--- config.mk ---
export PLATFORM = sky130hd
export DESIGN_NAME = ps2_key_receiver
export DESIGN_NICKNAME = d
export VERILOG_FILES = /design/src/rtl/ps2_key_receiver.sv
export SDC_FILE = /design/constraint.sdc
export NUM_CORES = 1
export LEC_CHECK = 0
export ABC_AREA = 1
export BUFFER_PORTS_ARGS = -buffer_cell sky130_fd_sc_hd__buf_2
export CAP_MARGIN = 25
export CORE_UTILIZATION = 35
export DETAILED_ROUTE_END_ITERATION = 8
export GPL_TIMING_DRIVEN = 0
export HOLD_SLACK_MARGIN = 0.1
export PLACE_DENSITY = 0.52
export SYNTH_ARGS = -nofsm -noshare
export SYNTH_HDL_FRONTEND = slang
export SYNTH_SLANG_ARGS = --single-unit
--- constraint.sdc ---
create_clock -name clock -period 1.6 [get_ports clock]
set_input_delay 0.32 -clock clock [delete_from_list [all_inputs] [get_ports clock]]
set_output_delay 0.32 -clock clock [all_outputs]
set_load 0.03 [all_outputs]
--- src/rtl/ps2_key_receiver.sv ---
// ps2_key_receiver
//   Receives PS/2 keyboard frames (start, 8 data bits LSB first, parity,
//   stop) and turns scancodes into a held-key value plus event pulses.
//   The F0 (break) and E0 (extended) prefixes are tracked as flags.
//   If the PS/2 clock stalls inside a frame for TIMEOUT_CYCLES system
//   clocks, the partial frame is dropped.
//
//   Optional feature: define PS2_PARITY_CHECK_EN to reject frames with bad
//   odd parity. When it is undefined, the parity bit is sampled and ignored.
//
// Ports
//   clock        system clock; all state changes on its rising edge
//   reset        synchronous, active-high
//   ps2_clk      raw PS/2 clock, asynchronous
//   ps2_dat      raw PS/2 data, asynchronous
//   key[7:0]     scancode of the held key, 8'h00 when no key is held
//   key_valid    1-cycle pulse when key is loaded with a make code
//   key_release  1-cycle pulse when an F0 xx break sequence completes
//   frame_err    1-cycle pulse on a stop, parity or timeout error
module ps2_key_receiver #(
    parameter int TIMEOUT_CYCLES = 50000
) (
    input  logic       clock,
    input  logic       reset,
    input  logic       ps2_clk,
    input  logic       ps2_dat,
    output logic [7:0] key,
    output logic       key_valid,
    output logic       key_release,
    output logic       frame_err
);

    typedef enum logic [1:0] {IDLE, DATA, PARITY, STOP} state_t;

    localparam logic [15:0] TMO_LAST = 16'(TIMEOUT_CYCLES - 1);

    state_t      state_q, state_d;
    logic        clk_s1_q, clk_s2_q, clk_prev_q, dat_s1_q, dat_s2_q;
    logic [7:0]  shift_q, shift_d, key_q, key_d;
    logic [2:0]  bcnt_q, bcnt_d;
    logic [15:0] tmo_q, tmo_d;
    logic        par_q, par_d, brk_q, brk_d, ext_q, ext_d;
    logic        valid_q, valid_d, rel_q, rel_d, err_q, err_d;
    logic        fall, tmo_hit, byte_ok;

    // clk_prev_q holds the previous synchronized clock; a 1->0 step is a
    // falling edge, detected 3 system clocks after the raw edge.
    assign fall    = clk_prev_q & ~clk_s2_q;
    // The counter reaches TIMEOUT_CYCLES on this cycle. This test ignores
    // the edge, so a coinciding falling edge loses to the timeout.
    assign tmo_hit = (state_q != IDLE) && (tmo_q == TMO_LAST);

`ifdef PS2_PARITY_CHECK_EN
    // Odd parity: the 8 data bits plus the parity bit must contain an odd
    // number of ones.
    assign byte_ok = dat_s2_q & (^{shift_q, par_q});
`else
    assign byte_ok = dat_s2_q;
`endif

    always_ff @(posedge clock) begin
        if (reset) begin
            clk_s1_q   <= 1'b1;
            clk_s2_q   <= 1'b1;
            clk_prev_q <= 1'b1;
            dat_s1_q   <= 1'b1;
            dat_s2_q   <= 1'b1;
            state_q    <= IDLE;
            shift_q    <= '0;
            key_q      <= '0;
            bcnt_q     <= '0;
            tmo_q      <= '0;
            par_q      <= 1'b0;
            brk_q      <= 1'b0;
            ext_q      <= 1'b0;
            valid_q    <= 1'b0;
            rel_q      <= 1'b0;
            err_q      <= 1'b0;
        end else begin
            clk_s1_q   <= ps2_clk;
            clk_s2_q   <= clk_s1_q;
            clk_prev_q <= clk_s2_q;
            dat_s1_q   <= ps2_dat;
            dat_s2_q   <= dat_s1_q;
            state_q    <= state_d;
            shift_q    <= shift_d;
            key_q      <= key_d;
            bcnt_q     <= bcnt_d;
            tmo_q      <= tmo_d;
            par_q      <= par_d;
            brk_q      <= brk_d;
            ext_q      <= ext_d;
            valid_q    <= valid_d;
            rel_q      <= rel_d;
            err_q      <= err_d;
        end
    end

    always_comb begin
        state_d = state_q;
        shift_d = shift_q;
        key_d   = key_q;
        bcnt_d  = bcnt_q;
        par_d   = par_q;
        brk_d   = brk_q;
        ext_d   = ext_q;
        valid_d = 1'b0;
        rel_d   = 1'b0;
        err_d   = 1'b0;
        tmo_d   = (state_q == IDLE || fall) ? 16'd0 : tmo_q + 16'd1;

        if (tmo_hit) begin
            state_d = IDLE;
            err_d   = 1'b1;
            shift_d = '0;
            bcnt_d  = '0;
            brk_d   = 1'b0;
            ext_d   = 1'b0;
            tmo_d   = '0;
        end else if (fall) begin
            unique case (state_q)
                IDLE: begin
                    // A 1 here is line noise or idle, not a start bit.
                    if (!dat_s2_q) begin
                        state_d = DATA;
                        bcnt_d  = '0;
                        shift_d = '0;
                    end
                end
                DATA: begin
                    shift_d = {dat_s2_q, shift_q[7:1]};
                    if (bcnt_q == 3'd7) state_d = PARITY;
                    else                bcnt_d  = bcnt_q + 3'd1;
                end
                PARITY: begin
                    par_d   = dat_s2_q;
                    state_d = STOP;
                end
                STOP: begin
                    state_d = IDLE;
                    if (!byte_ok) begin
                        err_d = 1'b1;
                    end else if (shift_q == 8'hF0) begin
                        brk_d = 1'b1;
                    end else if (shift_q == 8'hE0) begin
                        ext_d = 1'b1;
                    end else begin
                        ext_d = 1'b0;
                        if (brk_q) begin
                            rel_d = 1'b1;
                            brk_d = 1'b0;
                            // Releasing a key other than the held one leaves
                            // the held key in place.
                            if (shift_q == key_q) key_d = 8'h00;
                        end else begin
                            key_d   = shift_q;
                            valid_d = 1'b1;
                        end
                    end
                end
                default: state_d = IDLE;
            endcase
        end
    end

    assign key         = key_q;
    assign key_valid   = valid_q;
    assign key_release = rel_q;
    assign frame_err   = err_q;

endmodule

# == Word level (Yosys, flattened, before mapping) ==
# Index checks and enable logic that the tools add are counted.
# word_totals
reg_bits,46
in_bits,4
out_inout_bits,11
elab_cells,68
# op_classes
n_addsub,2
eq_ne,13
n_mux,18
n_bitwise,8
n_reduce_logical,13
# ops
operator,n
$mux 8,3
$add 16x1->16 const B,1
$eq 16x16->1 const B,1
$eq 8x8->1 const B,2
$pmux 8 s2,1
$eq 8x8->1,1
$mux 1,8
$ne 2x2->1 const B,4
$pmux 2 s4,1
$reduce_and 4->1,2
$not 1->1,7
$reduce_and 7->1,1
$reduce_or 7->1,1
$mux 3,2
$pmux 3 s2,1
$reduce_and 3->1,2
$eq 2x2->1 const B,2
$mux 2,2
$reduce_bool 2->1,2
$add 3x1->3 const B,1
$eq 3x3->1 const B,1
$reduce_or 3->1,1
$eq 2x1->1 const B,1
$logic_not 2->1,1
5 further kinds,5

# == Depth between registers and ports, before layout ==
# depth
depth_word,4
depth_mapped,11
depth_no_buf,11

# == Worst setup path before layout ==
# No wires, ideal clock.
# synth_timing
path_kind,flip-flop to flip-flop
start,register state_q[0]
end,register tmo_q[2]
setup_time_ns,0.121
arrival_time_ns,1.425
t_required_ns,1.479
setup_slack_ns,0.054
path_stages_with_launch,10
path_buffers,1
synth_period_minus_slack_ns,1.546
path_cell_list,dfxtp_1 -> inv_1 -> ha_1 -> inv_2 -> nand2_1 -> nor2_2 -> nand4_4 -> nand4_4 -> buf_12 -> nor2_4
# synth_between
elab_chain_len,3
word_cells_on_any_way,5
classes_between,5 x reduce/logical
# synth_lines
item,line,source
"start, declared",37,"state_t state_q, state_d;"
"start signal, assigned",85,state_q <= state_d;
$reduce_bool 2->1 / $logic_not 2->1 (equally long branches),"51, 110",
$logic_and 1x1->1 / $logic_or 1x1->1 (equally long branches),"51, 110",
$reduce_or 3->1 (no source line) (*),-,
"end signal, assigned",89,tmo_q <= tmo_d;
"end, declared",41,"logic [15:0] tmo_q, tmo_d;"
# Every way passes the cells marked *; elsewhere a longest branch is shown, timed or not.
# A chain may end at the register's enable or synchronous reset.

# == Final worst setup path ==
# layout_timing
start,register state_q[0]
end,register state_q[0]
# layout_between
elab_chain_len,3
word_cells_on_any_way,11
classes_between,5 x eq/ne; 1 x mux; 5 x reduce/logical
# layout_lines
item,line,source
"$eq 2x1->1, or another cell as far along",121,unique case (state_q)
$ne 2x2->1 (no source line) / $logic_and 1x1->1 (equally long branches),-,
$reduce_and 3->1 (no source line) / $reduce_or 2->1 (equally long branches),-,
# Several ways; a longest one is shown, not always the timed one.

==> results.env <==
NUM-FILL-CELLS=650
WORSTSETUPPATHTYPE='reg -> reg'
P_PER_AREA_nW_PER_UM2=770
CRIT_PATH_MAX_FANOUT=4
RSZ_0062_RAISED_AFTER_GLOBAL_ROUTING='true'
DETAILED_PLACE.AREA_UM2=2590
DP_CELLS=407
FINALNONFILLERCELLS=425
ALL_LAYER_GLOBAL_ROUTING_USAGE_PCT=13.9
ANTENNA_VIOLATIONS_BEFORE_REPAIR=0
ROUTE.VIAS.TOTAL=1875
SYNTH_WARNINGS=0
PERIOD_MINUS_SLACK_NS=1.54
DETAILEDROUTE.FIRSTPASSITERATIONCOUNT=4
FINALHOLDVIOLCOUNT=0
CTS_TREE='built'
ROWS=29
WORST_TRAN_PIN_VALUE_NS=0.564
FP.DIEW_UM=85.2
WORST_HOLD_PATH_TYPE='in -> reg'
WORST_SKEW_PAIR.LATE_LATENCY_NS=0.31
FP.DIEAREA_UM2=7250
HALF_PERIMETER_WIRE_LENGTH_AFTER_PLACEMENT_MM=3.22
GRT_PASS1_VIAS=1716
WORST_IR_DROP_VDD_V=0.000322
CTS_HOLD_BUF=0
CLOCK_TREE.BUFFER_DEPTH=2
CTS-BUFFERS-INSERTED=5
FP.COREAREA_UM2=6490
TIMING.SLEW.HEADROOM_PCT=62.2
STARTPOINT_TYPE='register'
MAXIMUM_LEVEL_OF_THE_CTS_H_TREE=2
TIMING.CRITICAL_PATH.REQUIRED_NS=1.80
OUTCOME='complete, no violations'
CRITPATHCAPTURE='state_q[0]'
GRT_FIRST_PASS_WIRELENGTH_MM=7.87
SEQ_AREA_FRAC_SYNTH_PCT=38.1
FLOORPLAN.INITIALDENSITY_PCT=37.3
AREA_GROWTH_FROM_SYNTHESIS_TO_LAYOUT_PCT=20.8
YOSYS_REGISTER_BITS=46
SYNTH.DISTINCT_CELLS=30
WL_PER_CELL_UM=10.6
FINAL_DESIGN_AREA_NO_FILL_UM2=2920
ANTENNA_LEFT=0
PORTBUFFERS=14
POST_DRT_VIA_CELL_RATIO=4.41
CTS_NUM_SINKS=46
CTS.REPORTEDPATHS.CLKPINSLEW_NS=0.09
SYNTHCELLS=316
GP_CONGESTION=0.768
SYNTH_FP_NETS=328
WORSTREGTOREGCELLS=9
LEAKAGEPOWER_nW=1.19
GLOBALROUTEOVERFLOWTOTAL=0
DRT-INITIAL-DRC-COUNT=47
TIMING.RR.END='state_q[0]'
CRIT_PATH_START='state_q[0]'
CHIPHEIGHT_UM=85.2
FIN_NETS=359
AREA.SEQUENTIAL_UM2=931
CAP_VIOLATIONS=0
TOTALWIRELENGTH_MM=4.50
MAX_FREQ_MHz=650
POST_SYNTH.CELL_AREA_AVG_UM2=7.66
TIMING.CRITICAL_PATH.TO_TYPE='register'
ANTENNA_CELLS=0
MULTI_INPUT_AREA_UM2=1350
SETUP_VIOLATIONS=0
MAXIMUM_NUMBER_OF_PINS_ON_ONE_NET_BEFORE_GLOBAL_ROUTE_REPAIR=16
MIN_PERIOD_OVER_PERIOD_PCT=96.1
DRIVE_GT1_SHARE_PCT=27.9
ROOT_BUFFER='sky130_fd_sc_hd__clkbuf_8'
ROUTE.DETAILED.DRC=0
WORST-R2R-SETUP-SLACK_NS=0.06
IOPINCOUNT=15
MAXSLEWVIOLCOUNT=0
FINCLKSKEW_NS=0.0110
CRITICAL_PATH.REG2REG.STARTPOINT='state_q[0]'
SYNTHESIS.AREA_UM2=2420
CP_DATA_ARRIVAL_TIME_NS=1.74
worst max-delay path, cell delays in order (launching register included):
cell and delay [ns]:
sky130_fd_sc_hd__dfxtp_2 0.34, sky130_fd_sc_hd__inv_2 0.09, sky130_fd_sc_hd__ha_4 0.15, sky130_fd_sc_hd__inv_4 0.04, sky130_fd_sc_hd__o21ai_1 0.26, sky130_fd_sc_hd__inv_1 0.14, sky130_fd_sc_hd__o21ai_0 0.17, sky130_fd_sc_hd__nor2_1 0.07
sky130_fd_sc_hd__a21oi_1 0.13, sky130_fd_sc_hd__nor2_1 0.05
logic make-up after synthesis:
| group | count (synthesis) | synth area share, % |
|---|---|---|
| and+or+nand+nor | 170 | 37.9 |
| buffers and inverters | 57 | 9.67 |
| DFF | 46 | 38.1 |
| AOI/OAI and AO/OA | 20 | 4.81 |
| xor gates and xnor gates | 15 | 5.43 |
| adders and majority gates | 8 | 4.14 |
synth_stat cells, drive strengths merged:
library cell	n	area, µm²
nand2	78	323
nor2	62	382
inv	54	203
dfxtp	46	921
nand3	17	103
a21oi	8	43.8
ha	8	100
o22ai	8	50.1
xnor2	8	70.1
xor2	7	61.3
nor3	5	30.0
nand4	4	55.1
or2	4	25.0
o21ai	3	15.0
buf	2	27.5
clkbuf	1	3.75
o211ai	1	7.51
timing repair:
item,CTS,global route
setup buffers,4,4
setup endpoints to repair,32,30
cloned,1,1
resized for setup,5,20
pin swaps,2,5
metrics by stage:
stage               total power [mW]  setup WS, ns  utilization (%)  hold WS (ns)  TNS [ns]
global route                    2.34       -0.0253             45.0         0.185   -0.0480
finish                          2.25        0.0621             45.0         0.194         0
global placement                1.22        -0.110             39.8         0.398     -2.44
CTS                             2.29       -0.0151             43.3         0.185   -0.0629
detailed placement              1.22        -0.127             39.8         0.399     -2.97
floorplan                       1.21        0.0540                -         0.389         0
report_power, final:
group,switching (mW),internal (mW),leakage [nW],total (mW)
Combinational,0.0331,0.0190,0.753,0.0521
Sequential,0.00205,1.15,0.374,1.15
Clock,0.424,0.626,0.0683,1.05
area by class of cell:
class	instances	share of cell area (%)
Clock inverter	3	2.35
Timing Repair Buffer	23	5.99
Sequential cell	46	31.8
Inverter	54	7.10
Multi-Input combinational cell	214	46.0
Buffer	3	1.07
Tap cell	77	3.29
Clock buffer	5	2.35
worst min-delay path by stage:
| stage | cells past startpoint | start | to | slack, ns |
|---|---|---|---|---|
| 2_1_floorplan | 1 | dat_s1_q | byte_ok | 0.39 |
| 3_3_place_gp | 1 | dat_s1_q | byte_ok | 0.40 |
| 3_5_place_dp | 1 | dat_s1_q | byte_ok | 0.40 |
| 4_1_cts | 2 | ps2_clk | clk_s1_q | 0.18 |
| 5_1_grt | 2 | ps2_dat | dat_s1_q | 0.18 |
| 6_report | 2 | ps2_clk | clk_s1_q | 0.19 |
routing by layer:
metal / routed length (µm) / global-route usage, % / share of wire, % / vias up
met5: 0 / 0 / 0 / -
met4: 62 / 5.08 / 1.4 / 0
met3: 113 / 3.89 / 2.5 / 5
met2: 1920 / 20.1 / 43 / 20
met1: 2400 / 19.7 / 53 / 825
li1: - / - / - / 1025
sequential cells by signal, summed over array words and instances (netlist names):
| signal | flops |
|---|---|
| tmo_q | 16 |
| key | 8 |
| shift_q | 8 |
| bcnt_q | 3 |
| state_q | 2 |
| brk_q | 1 |
| byte_ok | 1 |
| clk_prev_q | 1 |
| clk_s1_q | 1 |
| clk_s2_q | 1 |
| dat_s1_q | 1 |
| frame_err | 1 |
| key_release | 1 |
| key_valid | 1 |
cell usage in the layout (no fill, tap or decap), drive strengths merged:
cell type / n
a21oi: 8
o21ai: 3
o211ai: 1
bufinv: 2
nor2: 63
nand2: 78
o22ai: 8
nor3: 5
nand3: 17
bufbuf: 1
clkinv: 1
nand4: 4
buf: 24
dfxtp: 46
xnor2: 8
or2: 4
ha: 8
inv: 54
clkbuf: 6
xor2: 7
Note: power is estimated with default switching activity, not from simulation.
